<file path="src/rtl/mic1_out_uart_tx.sv">
// UART 8N1 transmitter that reports a 32-bit word as 8 uppercase hex digits plus CR LF.
// Optional change filter drops a word equal to the last one sent.
module mic1_out_uart_tx #(
  parameter int CLK_DIV     = 52,
  parameter bit CHANGE_ONLY = 1'b1
) (
  input  logic        clk,
  input  logic        reset,
  input  logic [31:0] in_word,
  input  logic        in_valid,
  output logic        in_ready,
  output logic        ser_tx,
  output logic        busy
);

  localparam int BW = $clog2(CLK_DIV);
  localparam logic [BW-1:0] BAUD_LAST = BW'(CLK_DIV - 1);

  typedef enum logic [1:0] {
    S_IDLE,
    S_START,
    S_DATA,
    S_STOP
  } state_t;

  state_t        state_q, state_d;
  logic [BW-1:0] baud_q, baud_d;
  logic [2:0]    bit_q, bit_d;
  logic [3:0]    idx_q, idx_d;
  logic [31:0]   shift_q, shift_d;
  logic [31:0]   last_q, last_d;
  logic          have_last_q, have_last_d;
  logic          ser_tx_q, ser_tx_d;

  logic [3:0] nib;
  logic [7:0] hex_char;
  logic [7:0] char_cur;
  logic [2:0] bit_nx;
  logic       baud_wrap;
  logic       drop;

  always_comb begin
    nib       = shift_q[31:28];
    hex_char  = (nib < 4'd10) ? (8'h30 + {4'h0, nib}) : (8'h37 + {4'h0, nib});
    char_cur  = (idx_q == 4'd8) ? 8'h0D : (idx_q == 4'd9) ? 8'h0A : hex_char;
    bit_nx    = bit_q + 3'd1;
    baud_wrap = (baud_q == BAUD_LAST);
    drop      = CHANGE_ONLY && have_last_q && (in_word == last_q);

    state_d     = state_q;
    baud_d      = baud_q;
    bit_d       = bit_q;
    idx_d       = idx_q;
    shift_d     = shift_q;
    last_d      = last_q;
    have_last_d = have_last_q;
    ser_tx_d    = ser_tx_q;

    // ser_tx_d always reflects the state being entered, so the line is one flop deep
    unique case (state_q)
      S_IDLE: begin
        ser_tx_d = 1'b1;
        if (in_valid && !drop) begin
          shift_d     = in_word;
          last_d      = in_word;
          have_last_d = 1'b1;
          idx_d       = 4'd0;
          bit_d       = 3'd0;
          baud_d      = '0;
          state_d     = S_START;
          ser_tx_d    = 1'b0;
        end
      end
      S_START: begin
        baud_d = baud_q + BW'(1);
        if (baud_wrap) begin
          baud_d   = '0;
          bit_d    = 3'd0;
          state_d  = S_DATA;
          ser_tx_d = char_cur[0];
        end
      end
      S_DATA: begin
        baud_d = baud_q + BW'(1);
        if (baud_wrap) begin
          baud_d = '0;
          if (bit_q == 3'd7) begin
            state_d  = S_STOP;
            ser_tx_d = 1'b1;
          end else begin
            bit_d    = bit_nx;
            ser_tx_d = char_cur[bit_nx];
          end
        end
      end
      S_STOP: begin
        baud_d = baud_q + BW'(1);
        if (baud_wrap) begin
          baud_d = '0;
          if (idx_q == 4'd9) begin
            state_d  = S_IDLE;
            ser_tx_d = 1'b1;
          end else begin
            idx_d    = idx_q + 4'd1;
            shift_d  = {shift_q[27:0], 4'h0};
            state_d  = S_START;
            ser_tx_d = 1'b0;
          end
        end
      end
      default: begin
        state_d  = S_IDLE;
        ser_tx_d = 1'b1;
      end
    endcase
  end

  always_ff @(posedge clk or posedge reset) begin
    if (reset) begin
      state_q     <= S_IDLE;
      baud_q      <= '0;
      bit_q       <= 3'd0;
      idx_q       <= 4'd0;
      shift_q     <= 32'h0;
      last_q      <= 32'h0;
      have_last_q <= 1'b0;
      ser_tx_q    <= 1'b1;
    end else begin
      state_q     <= state_d;
      baud_q      <= baud_d;
      bit_q       <= bit_d;
      idx_q       <= idx_d;
      shift_q     <= shift_d;
      last_q      <= last_d;
      have_last_q <= have_last_d;
      ser_tx_q    <= ser_tx_d;
    end
  end

  assign ser_tx   = ser_tx_q;
  assign in_ready = (state_q == S_IDLE);
  assign busy     = (state_q != S_IDLE);

endmodule

</file>
<file path="config.mk">
export PLATFORM = sky130hd
export DESIGN_NAME = mic1_out_uart_tx
export DESIGN_NICKNAME = d
export VERILOG_FILES = /design/src/rtl/mic1_out_uart_tx.sv
export SDC_FILE = /design/constraint.sdc
export NUM_CORES = 1
export LEC_CHECK = 0
export ABC_AREA = 1
export BUFFER_PORTS_ARGS = -buffer_cell sky130_fd_sc_hd__buf_2
export CORE_MARGIN = 4
export CORE_UTILIZATION = 50
export CTS_CLUSTER_DIAMETER = 80
export CTS_CLUSTER_SIZE = 25
export DETAILED_ROUTE_END_ITERATION = 10
export GPL_TIMING_DRIVEN = 0
export PLACE_DENSITY = 0.68
export SYNTH_ARGS = -nofsm -noshare
export SYNTH_HDL_FRONTEND = slang
export SYNTH_SLANG_ARGS = --single-unit
export TNS_END_PERCENT = 30
</file>
<file path="constraint.sdc">
create_clock -name clk -period 3 [get_ports clk]
set_input_delay 0.15 -clock clk [delete_from_list [all_inputs] [get_ports clk]]
set_output_delay 0.15 -clock clk [all_outputs]
set_load 0.02 [all_outputs]
</file>
==> results of run 1 <==
[per-layer routing]
| layer | global-route usage [%] | wire length (microns) |
|---|---|---|
| met2 | 32.6 | 5150 |
| met5 | 0 | 0 |
| met4 | 5.15 | 92 |
| met1 | 30.2 | 5160 |
| met3 | 3.52 | 424 |
[report_power, final]
part	leakage, uW	switching (uW)	total (uW)	internal [uW]
Sequential	0.00101	311	1890	1580
Combinational	0.00171	1540	2440	897
Clock	0.000106	384	871	487
Total	0.00284	2240	5200	2960
[cells in the final DEF, fill, tap and decap left out, drive strengths merged, types with 2 or more instances in the layout]
master	Yosys	routed
nand2	279	279
dfrtp	80	80
inv	60	60
buf	17	55
nand3	55	55
o21ai	39	39
nor2	36	36
clkbuf	7	19
xnor2	11	11
ha	11	11
xor2	9	9
a21oi	7	7
o22ai	6	6
nand4	3	3
nand3b	3	3
clkinv	2	3
bufinv	0	2
[cell families (layout without fill, tap and decap cells)]
| logic type | Yosys count | in the layout |
|---|---|---|
| AND/OR/NAND/NOR | 377 | 377 |
| flip-flops | 81 | 81 |
| adder cells (fa/ha/maj) | 11 | 11 |
| XOR/XNOR | 20 | 20 |
| AO/OA/AOI/OAI | 54 | 54 |
| buffers and inverters | 86 | 140 |
[final cells by class]
| class | count | area, sq um |
|---|---|---|
| Tap cell | 111 | 139 |
| Sequential cell | 81 | 2030 |
| Multi-Input combinational cell | 462 | 2260 |
| Fill cell | 878 | 3910 |
| Timing Repair Buffer | 39 | 223 |
| Buffer | 24 | 154 |
| Clock inverter | 3 | 65.1 |
| Clock buffer | 12 | 145 |
| Inverter | 62 | 235 |
[stage by stage]
stage	setup TNS (ps)	hold WS, ps	instances	total power [uW]	area [sq um]
global route	0	47.7	794	5710	5250
CTS	0	32.4	794	5240	5250
finish	0	38.0	794	5200	5250
detailed placement	0	98.8	778	4360	5020
floorplan	0	260	629	3740	4670
global placement	-30140	395	777	4260	4990
[registers in the layout (all words and copies together) (netlist names)]
name / count
last_q: 32
state_q: 2
ser_tx: 1
shift_q: 32
bit_q: 3
have_last_q: 1
baud_q: 6
idx_q: 4
[worst min-delay path, stage by stage]
cell and delay [ps]:
buf_2 110, nand2_1 50, nand2_1 50
[timing repair]
action,in CTS,in global routing
hold buffers,1,0
gates resized for setup,0,0
endpoints found under the hold margin,14,0
[how the worst min path moves through the flow]
stage / to / startpoint / slack (ps)
3_5_place_dp: last_q[27] / reset / 100
6_report: last_q[26] / in_word[26] / 40
2_1_floorplan: last_q[10] / in_word[10] / 260
4_1_cts: last_q[30] / in_word[30] / 30
3_3_place_gp: last_q[14] / in_word[14] / 390
5_1_grt: last_q[30] / in_word[30] / 50
==> summary.md, run 1 <==
| Metric | Value |
|---|---|
| Core Area | `0.00915 sq mm` |
| Period utilisation layout | `70.2%` |
| Cts bufs inserted | `9` |
| Reg-to-reg endpoint | `shift_q[26]` |
| Final setup viols | `0` |
| Min Tclk post-route | `2100 ps` |
| Area contributors post-synth | `dfrtp_1 (43%), nand2_1 (22%), nand3_2 (4.9%), inv_1 (4.7%), o21ai_0 (4.2%)` |
| Global route overflow | `0` |
| Final worst slack | `895 ps` |
| RSZ-0062 raised after global routing | `false` |
| DRC | `0` |
| Share of post-route cells with drive strength above 1 | `14.6%` |
| Post-synth ARST share | `100%` |
| Number of synthesized register bits | `81` |
| Final Wtd Congestion | `0.826` |
| Post-Syn Area | `0.00467 sq mm` |
| Main combinational cell family by area after synthesis | `simple AND/OR/NAND/NOR gates` |
| CP max stage delay | `420 ps` |
| Post-route ant nets | `0` |
| Fin. Hold Viols | `0` |
| Clock tree buffer depth | `2` |
| Sink Count | `81` |
| Die width | `105 microns` |
| Worst path most repeated cell | `inv_1` |
| First-pass GRT wire length | `18.6 mm` |
| Synth top area share | `42.9%` |
| Final routed wire length divided by cell count | `13.6 microns` |
| Top post-synthesis cells by count | `nand2_1 (276), dfrtp_1 (80), inv_1 (59), o21ai_0 (39), nor2_1 (35)` |
| GRT Util Overall | `20.8%` |
| Kind of critical path | `reg2reg` |
| DRT iter0 DRCs | `199` |
| Most common cell in the netlist | `nand2_1` |
| Least-Margin Pin Slew | `532 ps` |
| Register area share after synthesis | `43.4%` |
| Synth Area per Inst | `7.43 sq um` |
| Count of cell types in the netlist | `28` |
| Largest delay share family, worst path | `buffers and inverters` |
| Die H | `105 microns` |
| Mux contribution to synthesized area | `0%` |
| Worst Setup Start Kind | `flip-flop` |
| DRT Wirelength | `10.8 mm` |
| Crit path max fanout | `10` |
| Area Growth Syn to Fin | `12.3%` |
| Static leakage power | `0.00284 uW` |
| Worst path arrival time | `2380 ps` |
| Max cap viols | `0` |
| CP required | `3280 ps` |
| Synth Area in XOR/XNOR | `3.75%` |
| I/O pin cnt | `38` |
| TritonCTS clock tree | `built` |
| Cells after synthesis | `629` |
| Peak VDD IR | `0.000452 V` |
| Via density | `5.10` |
| Power per standard cell area | `991 mW/mm^2` |
| Max Freq | `475 MHz` |
| Initial antenna violation count | `0` |
| Slowest CP cell | `dfrtp_1` |
| Slew Viols, Final | `0` |
| R2R depth | `7` |
| Buffers on Ports | `37` |
| Pre-CTS WS | `917 ps` |
| Post-synthesis compound-gate area fraction | `6.51%` |
| Worst hold path type | `in2reg` |
| Crit path cell chain | `inv_1, ha_1, inv_1, o22ai_4, buf_2, nand3_1, nand2_1` |
| Worst R2R Setup Slack | `900 ps` |
| Status | `completed` |
| Levels on crit path | `7` |
| Primary FF master, synth | `dfrtp_1` |
| Initial core utilization | `51.0%` |
| Crit. Startpoint | `state_q[0]` |
| Synth area leader | `dfrtp_1` |
| Hold path depth | `3` |
| Worst-path clk slew | `90 ps` |
| H-tree depth | `3` |
| Row cnt | `35` |
| CP Buf/Inv Count | `3` |
| Largest net degree at the start of global routing | `68` |
| DP HPWL | `7.95 mm` |
| Worst Setup End Kind | `flip-flop` |
| DRT Pass-1 Iters | `4` |
| Yosys warns | `0` |
| End of the critical path | `shift_q[26]` |
| Post-synthesis simple-gate area fraction | `35.1%` |
| Post-Syn Nets | `675` |
| Vias in the first global route | `3860` |
| Number of flops mapped to enable cells by yosys | `0` |
| Worst Clk Skew | `12.7 ps` |
| Clk root buf | `clkbuf_8` |
| Worst slew margin | `64.5%` |
| Final nets | `725` |
| DR vias | `4049` |
| Post-synthesis adder-cell area fraction | `2.95%` |
| ANT cells | `0` |
| Worst-Skew Late Latency | `350 ps` |
| Setup Buffers After CTS | `0` |
| Die area | `0.0110 sq mm` |
| Final core occ | `57.3%` |
| Critical register-to-register path startpoint | `state_q[0]` |
(Power assumes the default switching activity.)
==> run 2, diff against run 1 <==
- ABC_AREA: 1 -> 0
- PLACE_DENSITY: 0.68 -> 0.71
- clock period: 3 -> 1.8 ns (I/O delays scaled with it)
==> summary.md, run 2 <==
| Metric | Value |
|---|---|
| Register area share after synthesis | `45.2%` |
| Max Freq | `415 MHz` |
| DRT Wirelength | `10.7 mm` |
| Crit path max fanout | `10` |
| Seq. cell area | `0.00203 sq mm` |
| TritonCTS clock tree | `built` |
| Period utilisation layout | `134%` |
| Final routed wire length divided by cell count | `17.8 microns` |
| CP required | `2050 ps` |
| DRC | `0` |
| Fin area | `0.00580 sq mm` |
| Non-filler instance count after layout | `600` |
| Least-Margin Pin Slew | `521 ps` |
| Post-Syn Nets | `441` |
| Crit. Startpoint | `last_q[23]` |
| Yosys warns | `0` |
| Worst-Skew Late Latency | `360 ps` |
| Area contributors post-synth | `dfrtp_1 (45%), mux2_2 (14%), mux2_1 (7.3%), xor2_1 (4.3%), ha_1 (3.1%)` |
| Commonest non-fill, non-tap cells in the layout | `dfrtp_1 (79), mux2_2 (53), buf_2 (38)` |
| Post-route ant nets | `0` |
| Most common cell in the netlist | `dfrtp_1` |
| Worst path arrival time | `2660 ps` |
| Area Growth Syn to Fin | `29.4%` |
| Largest net degree at the start of global routing | `56` |
| Status | `finished with violations` |
| DP HPWL | `7.10 mm` |
| Slowest CP cell | `or4_4` |
| Failing checks | `negative setup slack` |
| Primary FF master, synth | `dfrtp_1` |
| Buffers on Ports | `37` |
| Worst hold path type | `in2reg` |
| Final worst slack | `-611 ps` |
| Crit path cell chain | `xnor2_2, nand4_1, or4_4, nor4_4, a21oi_4, buf_4, buf_8, mux2_2` |
| Synth area leader | `dfrtp_1` |
| Cts bufs inserted | `9` |
| Multi-input combinational cell area | `0.00254 sq mm` |
| Worst Setup End Kind | `flip-flop` |
| Kind of critical path | `reg2reg` |
| Vias in the first global route | `3447` |
| Fin. Hold Viols | `0` |
| Worst slew margin | `65.1%` |
| Hold WS | `17.5 ps` |
| Post-Syn Area | `0.00449 sq mm` |
| H-tree depth | `3` |
| DRT Pass-1 Iters | `4` |
| Final setup viols | `81` |
| Power per standard cell area | `623 mW/mm^2` |
| Critical register-to-register path startpoint | `last_q[23]` |
| Static leakage power | `0.00272 uW` |
| Max cap viols | `0` |
| Initial core utilization | `51.4%` |
| ANT cells | `0` |
| Worst-path clk slew | `90 ps` |
| Worst Setup Start Kind | `flip-flop` |
| GRT Util Overall | `21.5%` |
| Peak VDD IR | `0.000364 V` |
| Die width | `103 microns` |
| CP max stage delay | `450 ps` |
| Commonest non-fill, non-tap cell in the layout | `dfrtp_1` |
| Placement Cell Area | `0.00494 sq mm` |
| Number of flops mapped to enable cells by yosys | `0` |
| Clock tree buffer depth | `2` |
| Die H | `103 microns` |
| Sink Count | `81` |
| Number of synthesized register bits | `81` |
| Slew Viols, Final | `0` |
| Final Wtd Congestion | `0.895` |
| Die area | `0.0106 sq mm` |
| Post-synth ARST share | `100%` |
| DR vias | `3378` |
| Min Tclk post-route | `2410 ps` |
| Row cnt | `34` |
| RSZ-0062 raised after global routing | `true` |
| Share of post-route cells with drive strength above 1 | `39.8%` |
| Via density | `5.63` |
| Synth Area per Inst | `11.4 sq um` |
| Pre-CTS WS | `-762 ps` |
| Top post-synthesis cells by count | `dfrtp_1 (80), mux2_2 (54), mux2_1 (29), nand2_1 (27)` |
| Count of cell types in the netlist | `50` |
| Global route overflow | `0` |
| First-pass GRT wire length | `17.4 mm` |
| Worst hold start | `in_word[27]` |
| Initial antenna violation count | `0` |
| I/O pin cnt | `38` |
| DRT iter0 DRCs | `143` |
| Core Area | `0.00872 sq mm` |
| Clk root buf | `clkbuf_8` |
| Final core occ | `66.6%` |
| Worst Clk Skew | `11.8 ps` |
| Fill cells | `634` |
| Dpl cells | `541` |
| Synth top area share | `44.6%` |
| CP Buf/Inv Count | `2` |
| Final nets | `533` |
| Cells after synthesis | `395` |
| Largest delay share family, worst path | `simple AND/OR/NAND/NOR gates` |
| Biggest regs | `last_q: 32 flops, shift_q: 32 flops, baud_q: 6 flops` |
run 2: changes by cell type in the layout (fill, tap and decap cells not counted), sizes merged, moves of 25 or more:
| cell | change |
|---|---|
| nand2 | -252 |
| mux2 | +83 |
| nand3 | -45 |
| inv | -35 |
| nor2 | -28 |
| o21ai | -25 |
run 2: worst paths after layout:
check | end | depth (start not counted) | slack [ps]
worst max-delay path | shift_q[9] | 8 | -610
worst min-delay path | last_q[27] | 2 | 20
worst max register to register | shift_q[9] | 8 | -610
worst min register to register | have_last_q | 1 | 510
max in group asynchronous | last_q[0] | 4 | 970
min in group asynchronous | last_q[2] | 3 | 250
run 2: logic make-up after synthesis:
group           count (synthesis)  synth area share (%)
fa+ha+maj                      11                  3.07
simple gates                   92                  11.7
compound gates                 54                  7.98
buf+inv                        36                  3.60
flops                          81                  45.2
xor+xnor                       30                  5.86
mux                            91                  22.6
run 2: power breakdown:
group / switching [uW] / total, uW / internal, uW
clock: 744 / 1550 / 805
sequential: 0 / 1820 / 1820
combinational: 130 / 249 / 119
total: 874 / 3620 / 2740
run 2: stage by stage:
| step | total power (uW) | TNS (ps) |
|---|---|---|
| final | 3620 | -40770 |
| after floorplan | 1940 | -51520 |
| after detailed placement | 2050 | -51300 |
| after global routing | 3740 | -50740 |
| after global placement | 2040 | -167040 |
| after CTS | 3630 | -40520 |
run 2: timing repair:
| action | in CTS | in global routing |
|---|---|---|
| pin swaps | 12 | 8 |
| endpoints found under the setup margin | 82 | 82 |
| hold buffers | 24 | 1 |
| resized for setup | 39 | 20 |
| hold endpoints to repair | 48 | 1 |
| buffers inserted | 13 | 4 |
| gates cloned | 1 | 1 |
run 2: worst register-to-register path, stage by stage (launching register included):
cell and delay (ps):
dfrtp_1 420, xnor2_2 240, nand4_1 130, or4_4 450, nor4_4 380, a21oi_4 90
buf_4 160, buf_8 140, mux2_2 280
run 2: metal layers:
metal  GRT usage [%]  vias to the layer above  wire length, microns
li1                -                     1604                     -
met1            29.8                     1697                  5040
met2            33.3                       62                  5040
met3            5.28                       15                   446
met4            6.87                        0                   153
met5               0                        -                     0
run 2: area by class of cell:
class                           instances  area share (%)
Multi-Input combinational cell        278            43.7
Sequential cell                        81            35.0
Timing Repair Buffer                   81            11.4
Tap cell                              108            2.33
Buffer                                 14            2.28
Clock buffer                           10            2.20
Clock inverter                          6            1.68
Inverter                               22            1.47
